==> config.mk <==
export PLATFORM = sky130hd
export DESIGN_NAME = vec_exec_sequencer_flat
export DESIGN_NICKNAME = d
export VERILOG_FILES = /design/src/rtl/vec_exec_sequencer_pkg.sv /design/src/rtl/vec_exec_sequencer_if.sv /design/src/rtl/vec_exec_sequencer_flag_fold.sv /design/src/rtl/vec_exec_sequencer.sv /design/src/flat_wrapper.sv
export SDC_FILE = /design/constraint.sdc
export NUM_CORES = 1
export LEC_CHECK = 0
export BUFFER_PORTS_ARGS = -buffer_cell sky130_fd_sc_hd__buf_2
export CORE_AREA = 2 2 234 236
export DETAILED_ROUTE_END_ITERATION = 12
export DIE_AREA = 0 0 236 238
export MAX_ROUTING_LAYER = met4
export PLACE_DENSITY = 0.56
export SKIP_CTS_REPAIR_TIMING = 1
export SLEW_MARGIN = 25
export SYNTH_ARGS = -nofsm -noshare
export SYNTH_HDL_FRONTEND = slang
export SYNTH_HIERARCHICAL = 1
export SYNTH_SLANG_ARGS = --single-unit
==> constraint.sdc <==
create_clock -name clk -period 1.9 [get_ports clk]
set_input_delay 0 -clock clk [delete_from_list [all_inputs] [get_ports clk]]
set_output_delay 0 -clock clk [all_outputs]
set_load 0.01 [all_outputs]
==> src/rtl/vec_exec_sequencer_pkg.sv <==
// Shared types and constants for the vector execute sequencer.
// Opcodes, flag bit positions, sequencer states, opcode check.
package vec_pkg;

  localparam logic [2:0] OP_MUL = 3'b000;
  localparam logic [2:0] OP_SUB = 3'b001;
  localparam logic [2:0] OP_ADD = 3'b010;

  localparam int FLAG_C = 0;
  localparam int FLAG_Z = 1;
  localparam int FLAG_N = 2;
  localparam int FLAG_V = 3;

  typedef enum logic [1:0] {
    IDLE,
    EXEC,
    DONE
  } seq_state_t;

  function automatic logic op_valid(
    input logic [2:0] op
  );
    return (op == OP_MUL) ||
           (op == OP_SUB) ||
           (op == OP_ADD);
  endfunction

endpackage

==> src/rtl/vec_exec_sequencer_if.sv <==
// Upstream instruction and downstream result handshakes.
// master = issuer/consumer side, slave = sequencer side.
interface vec_exec_sequencer_if #(
  parameter int DW   = 16,
  parameter int VLEN = 8
);

  logic                in_valid;
  logic                in_ready;
  logic [2:0]          in_opcode;
  logic                in_scalar;
  logic [VLEN*DW-1:0]  in_vec_a;
  logic [VLEN*DW-1:0]  in_vec_b;
  logic                out_valid;
  logic                out_ready;
  logic [VLEN*DW-1:0]  out_result;
  logic [3:0]          out_flags;

  modport master (
    output in_valid,
    output in_opcode,
    output in_scalar,
    output in_vec_a,
    output in_vec_b,
    output out_ready,
    input  in_ready,
    input  out_valid,
    input  out_result,
    input  out_flags
  );

  modport slave (
    input  in_valid,
    input  in_opcode,
    input  in_scalar,
    input  in_vec_a,
    input  in_vec_b,
    input  out_ready,
    output in_ready,
    output out_valid,
    output out_result,
    output out_flags
  );

endinterface

==> src/rtl/vec_exec_sequencer_flag_fold.sv <==
// Folds per-element {V,N,Z,C} flags into one flag nibble.
// Ports: flags_i (VLEN*4), opcode_i, scalar_i -> flags_o.
module vec_flag_fold
  import vec_pkg::*;
#(
  parameter int VLEN = 8
) (
  input  logic [VLEN*4-1:0] flags_i,
  input  logic [2:0]        opcode_i,
  input  logic              scalar_i,
  output logic [3:0]        flags_o
);

  logic z;
  logic n;
  logic v;
  logic c;

  always_comb begin
    z = 1'b1;
    n = 1'b0;
    v = 1'b0;
    c = 1'b0;
    for (int i = 0; i < VLEN; i++) begin
      if (i == 0 || !scalar_i) begin
        z &= flags_i[i*4+FLAG_Z];
        n |= flags_i[i*4+FLAG_N];
        v |= flags_i[i*4+FLAG_V];
        c |= flags_i[i*4+FLAG_C];
      end
    end
    flags_o         = '0;
    flags_o[FLAG_Z] = z;
    flags_o[FLAG_N] = n;
    flags_o[FLAG_V] = v;
    // lanes leave carry undefined on mul
    flags_o[FLAG_C] = c && (opcode_i != OP_MUL);
    // invalid ops yield a zero result; lane
    // flags may be X, so pin them here
    if (!op_valid(opcode_i)) begin
      flags_o         = '0;
      flags_o[FLAG_Z] = 1'b1;
    end
  end

endmodule

==> src/rtl/vec_exec_sequencer.sv <==
// Issue stage feeding LANES combinational vector ALU lanes.
// Ports: clk, rst, bus (slave handshakes), lane_* to/from lanes.
module vec_exec_sequencer
  import vec_pkg::*;
#(
  parameter int DW    = 16,
  parameter int VLEN  = 8,
  parameter int LANES = 4
) (
  input  logic                clk,
  input  logic                rst,
  vec_exec_sequencer_if.slave bus,
  output logic [LANES*DW-1:0] lane_a,
  output logic [LANES*DW-1:0] lane_b,
  output logic [2:0]          lane_opcode,
  output logic                lane_scalar,
  input  logic [LANES*DW-1:0] lane_result,
  input  logic [LANES*4-1:0]  lane_flags
);

  localparam int BEATS = VLEN / LANES;
  localparam int BW    = (BEATS > 1) ? $clog2(BEATS) : 1;

  seq_state_t         state_q, state_d;
  logic [BW-1:0]      beat_q, beat_d;
  logic [2:0]         opc_q, opc_d;
  logic               scl_q, scl_d;
  logic [VLEN*DW-1:0] a_q, a_d;
  logic [VLEN*DW-1:0] b_q, b_d;
  logic [VLEN*DW-1:0] res_q, res_d;
  logic [VLEN*4-1:0]  flg_q, flg_d;

  always_ff @(posedge clk) begin
    if (rst) begin
      state_q <= IDLE;
      beat_q  <= '0;
      opc_q   <= '0;
      scl_q   <= 1'b0;
      a_q     <= '0;
      b_q     <= '0;
      res_q   <= '0;
      flg_q   <= '0;
    end else begin
      state_q <= state_d;
      beat_q  <= beat_d;
      opc_q   <= opc_d;
      scl_q   <= scl_d;
      a_q     <= a_d;
      b_q     <= b_d;
      res_q   <= res_d;
      flg_q   <= flg_d;
    end
  end

  always_comb begin
    state_d = state_q;
    beat_d  = beat_q;
    opc_d   = opc_q;
    scl_d   = scl_q;
    a_d     = a_q;
    b_d     = b_q;
    res_d   = res_q;
    flg_d   = flg_q;
    unique case (state_q)
      IDLE: begin
        if (bus.in_valid) begin
          state_d = EXEC;
          beat_d  = '0;
          opc_d   = bus.in_opcode;
          scl_d   = bus.in_scalar;
          a_d     = bus.in_vec_a;
          b_d     = bus.in_vec_b;
          res_d   = '0;
          flg_d   = '0;
        end
      end
      EXEC: begin
        for (int j = 0; j < LANES; j++) begin
          if (j == 0 || !scl_q) begin
            res_d[(int'(beat_q)*LANES+j)*DW +: DW] =
              lane_result[j*DW +: DW];
            flg_d[(int'(beat_q)*LANES+j)*4 +: 4] =
              lane_flags[j*4 +: 4];
          end
        end
        // scalar ops issue a single beat
        if (scl_q || beat_q == BW'(BEATS-1)) begin
          state_d = DONE;
        end else begin
          beat_d = beat_q + BW'(1);
        end
      end
      DONE: begin
        if (bus.out_ready) begin
          state_d = IDLE;
        end
      end
      default: begin
        state_d = IDLE;
      end
    endcase
  end

  always_comb begin
    lane_a = '0;
    lane_b = '0;
    if (state_q == EXEC) begin
      for (int j = 0; j < LANES; j++) begin
        if (j == 0 || !scl_q) begin
          lane_a[j*DW +: DW] =
            a_q[(int'(beat_q)*LANES+j)*DW +: DW];
          lane_b[j*DW +: DW] =
            b_q[(int'(beat_q)*LANES+j)*DW +: DW];
        end
      end
    end
  end

  assign lane_opcode    = opc_q;
  assign lane_scalar    = scl_q;
  assign bus.in_ready   = (state_q == IDLE);
  assign bus.out_valid  = (state_q == DONE);
  assign bus.out_result = res_q;

  vec_flag_fold #(
    .VLEN (VLEN)
  ) u_fold (
    .flags_i  (flg_q),
    .opcode_i (opc_q),
    .scalar_i (scl_q),
    .flags_o  (bus.out_flags)
  );

endmodule

==> src/flat_wrapper.sv <==
// flat-port wrapper written by rule: the top's interface ports become plain ports
module vec_exec_sequencer_flat import vec_pkg::*;
#(
  parameter int DW    = 16,
  parameter int VLEN  = 8,
  parameter int LANES = 4
)
  (clk, rst, lane_a, lane_b, lane_opcode, lane_scalar, lane_result, lane_flags, bus_in_valid, bus_in_opcode, bus_in_scalar, bus_in_vec_a, bus_in_vec_b, bus_out_ready, bus_in_ready, bus_out_valid, bus_out_result, bus_out_flags);
  vec_exec_sequencer_if #(.DW(DW), .VLEN(VLEN)) bus_i ();
  input  logic clk;
  input  logic rst;
  output logic [LANES*DW-1:0] lane_a;
  output logic [LANES*DW-1:0] lane_b;
  output logic [2:0] lane_opcode;
  output logic lane_scalar;
  input  logic [LANES*DW-1:0] lane_result;
  input  logic [LANES*4-1:0] lane_flags;
  input wire logic [$bits(bus_i.in_valid)-1:0] bus_in_valid;
  input wire logic [$bits(bus_i.in_opcode)-1:0] bus_in_opcode;
  input wire logic [$bits(bus_i.in_scalar)-1:0] bus_in_scalar;
  input wire logic [$bits(bus_i.in_vec_a)-1:0] bus_in_vec_a;
  input wire logic [$bits(bus_i.in_vec_b)-1:0] bus_in_vec_b;
  input wire logic [$bits(bus_i.out_ready)-1:0] bus_out_ready;
  output wire logic [$bits(bus_i.in_ready)-1:0] bus_in_ready;
  output wire logic [$bits(bus_i.out_valid)-1:0] bus_out_valid;
  output wire logic [$bits(bus_i.out_result)-1:0] bus_out_result;
  output wire logic [$bits(bus_i.out_flags)-1:0] bus_out_flags;
  assign bus_i.in_valid = bus_in_valid;
  assign bus_i.in_opcode = bus_in_opcode;
  assign bus_i.in_scalar = bus_in_scalar;
  assign bus_i.in_vec_a = bus_in_vec_a;
  assign bus_i.in_vec_b = bus_in_vec_b;
  assign bus_i.out_ready = bus_out_ready;
  assign bus_in_ready = bus_i.in_ready;
  assign bus_out_valid = bus_i.out_valid;
  assign bus_out_result = bus_i.out_result;
  assign bus_out_flags = bus_i.out_flags;
  vec_exec_sequencer #(.DW(DW), .VLEN(VLEN), .LANES(LANES)) u_core (.clk(clk), .rst(rst), .bus(bus_i), .lane_a(lane_a), .lane_b(lane_b), .lane_opcode(lane_opcode), .lane_scalar(lane_scalar), .lane_result(lane_result), .lane_flags(lane_flags));
endmodule
==> run_results.csv <==
group,metric,value,unit
status,status,"finished, violations left",
status,failed_checks,"negative setup slack",
synth,synthArstFlopShare,0,%
synth,synth_top_area_share,50.5,%
floorplan,dieArea,56200,µm²
synth,ys_top_cells_by_area,"dfxtp_1 (50%), nand2_1 (15%), a21oi_1 (12%)",
floorplan,die_w,236,µm
power,vdd_drop_max,0.626,mV
hold_path,whs_path_depth,5,
grt,grt_first_pass_wirelength,92.7,mm
drt,drt_iter0_drc,1273,
place,io_buffers,609,
synth,postSynthCellCount,2137,
setup_path,path_max_fanout,8,
sta,period_minus_slack,1.94,ns
setup_path,crit_start,"u_core/beat_q",
setup_path,worstPathRequired,1.90,ns
clock_tree,cts.sinks,423,
clock_tree,cts_buffer_depth,3,
synth,ys_seq_elements,423,
layout,nNetsFinal,3382,
layout,syn_to_final_growth,57.9,%
drt,viasPerCell,4.92,
sta,fin_worst_skew,0.0213,ns
layout,final_core_util,49.5,%
floorplan,ios,610,
layout,final_cell_mix,"nand2_1 (662), buf_2 (598), dfxtp_1 (419)",
setup_path,start_kind,"register",
sta,layout_setup_ws,-0.0431,ns
setup_path,crit_type,"register to output pin",
grt,grt.overflow.total,0,
floorplan,die_h,238,µm
drt,drtAntennaViolNets,0,
synth,ys_warn_count,6,
clock_tree,tritoncts,"built",
setup_path,r2r-start,"u_core/beat_q",
power,powerDensity,881,nW/µm²
layout,layout_commonest_cell,"nand2_1",
synth,synth_cell_types,33,
setup_path,arrival,1.94,ns
drt,drc,0,
drt,route.vias.total,18600,
synth,synth_ff_type,"dfxtp_1",
drt,first_pass_iters,5,
grt,grt_pass1_vias,16100,
setup_path,endpoint,"lane_a[6]",
setup_path,cpMaxStageDelayCell,"dfxtp_4",
setup_path,crit_chain,"buf_16 -> nor3b_4 -> buf_12 -> buf_6 -> a22o_1 -> buf_2",
hold_path,hp-class,"input port to register",
synth,synth_nets,2481,
grt,grt_max_degree,100,
setup_path,reg2regPathDepth,5,
clock_tree,clk_root_buffer_cell,"clkbuf_16",
drt,wl_per_cell,18.2,µm
sta,finalSetupViolations,30,
run,cap_violations,0,
synth,netlist_area,16800,µm²
sta,setup_tns,-0.609,ns
sta,post-route-period-util,102,%
grt,grt_antenna_before_repair,5,
sta,hold_violations,0,
place,place_congestion,0.865,
sta,fmax,515,MHz
synth,synth_edf_count,0,
setup_path,slowest_delay,0.37,ns
floorplan,start_util,31.4,%
grt,grt_use_total,21.8,%
place,hpwl,45.5,mm
drt,routed_wirelength,68.8,mm
power,p_leak,11.1,nW
setup_path,r2r_slack,0.08,ns
layout,layout-drive-gt1-share,27.3,%
setup_path,r2r_end,"u_core/bus.out_result[47]",
floorplan,fp-row-count,85,
clock_tree,numCtsBuffers,46,
sta,max-slew-margin-rel,60.8,%
clock_tree,htreeDepth,2,
sta,drv_slew,0,
sta,rsz0062_at_grt,"yes",
clock_tree,clk_pin_slew_worst_paths,0.06,ns
synth,syn_avg_cell_area,7.85,µm²
sta,worstMarginPinSlew,0.588,ns
clock_tree,clock_latency,0.56,ns
setup_path,crit_path_end_kind,"output pin",
synth,synth_area_leader_cell,"dfxtp_1",
synth,yosysSeqAreaShare,50.5,%
floorplan,core,53500,µm²
area by class of cell:
| type | instances | area (µm²) |
|---|---|---|
| antenna | 6 | 15.0 |
| inverter | 21 | 78.8 |
| clock buffer | 74 | 1470 |
| multi-input combinational | 1503 | 7640 |
| fill | 5016 | 27000 |
| timing repair buffer | 1043 | 7820 |
| sequential | 423 | 8480 |
| clock inverter | 7 | 118 |
| tap | 696 | 871 |
cell usage after synthesis, drive strengths merged, types with 6 or more instances:
master and count:
nand2b 21, buf 114, nor4 6, inv 21, nand2 662, o32ai 20, a22o 32, clkbuf 76
nor2 99, a21oi 406, dfxtp 423, mux2i 96, nand3 140
critical path, delay by kind of cell, from the launching register on:
kind	cells	cell delay, ns
buffers and inverters	4	0.62
DFF	1	0.37
and+or+nand+nor	1	0.21
AOI/OAI and AO/OA	1	0.16
sequential cells by signal (all words and copies together) (netlist names):
register,cells
u_core/lane_scalar,1
u_core/a_q,128
u_core/state_q,2
u_core/beat_q,1
u_core/lane_opcode,3
u_core/flg_q,32
u_core/b_q,128
u_core/bus.out_result,128
stage by stage:
| step | cells | hold slack [ns] | setup slack [ns] | cell area, µm² | total power, W |
|---|---|---|---|---|---|
| floorplan | 2137 | 0.136 | 0.401 | 16800 | 0.0117 |
| global placement | 3316 | 0.241 | 0.181 | 20800 | 0.0132 |
| detailed placement | 3316 | 0.246 | 0.106 | 20800 | 0.0133 |
| CTS | 3397 | -0.371 | -0.487 | 22300 | 0.0226 |
| global route | 3772 | 0.0655 | -0.135 | 26500 | 0.0243 |
| finish | 3773 | 0.0643 | -0.0431 | 26500 | 0.0233 |
how the worst min path moves through the flow:
| stage | slack (ns) | start | endpoint |
|---|---|---|---|
| 6_report | 0.06 | bus_in_valid | u_core/a_q[76] |
| 5_1_grt | 0.07 | bus_in_valid | u_core/b_q[63] |
| 4_1_cts | -0.37 | bus_in_vec_b[122] | u_core/b_q[122] |
| 3_5_place_dp | 0.25 | bus_in_vec_b[122] | u_core/b_q[122] |
| 3_3_place_gp | 0.24 | bus_in_vec_b[60] | u_core/b_q[60] |
| 2_1_floorplan | 0.14 | bus_in_vec_a[16] | u_core/a_q[16] |
cell families (layout without fill, tap and decap cells):
| family | Yosys count | count (layout) | synth area share [%] |
|---|---|---|---|
| flops | 423 | 423 | 50.5 |
| compound gates | 463 | 463 | 15.1 |
| simple gates | 944 | 944 | 23.1 |
| other cells | 0 | 6 | 0 |
| buf+inv | 211 | 1145 | 5.67 |
| mux | 96 | 96 | 5.73 |
layer usage:
metal  vias up  global-route usage (%)  share of wire (%)
met5         -                       -                  0
li1       8911                       -                  -
met1      8641                    25.6                 40
met2       869                    36.4                 49
met3       145                    5.68                7.4
met4         0                    6.64                3.4
power by group:
part	switching (W)	total, W	internal (W)
combinational	0.00235	0.00430	0.00196
sequential	0.000312	0.00972	0.00941
clock	0.00365	0.00932	0.00567
Note: power is estimated with default switching activity, not from simulation.
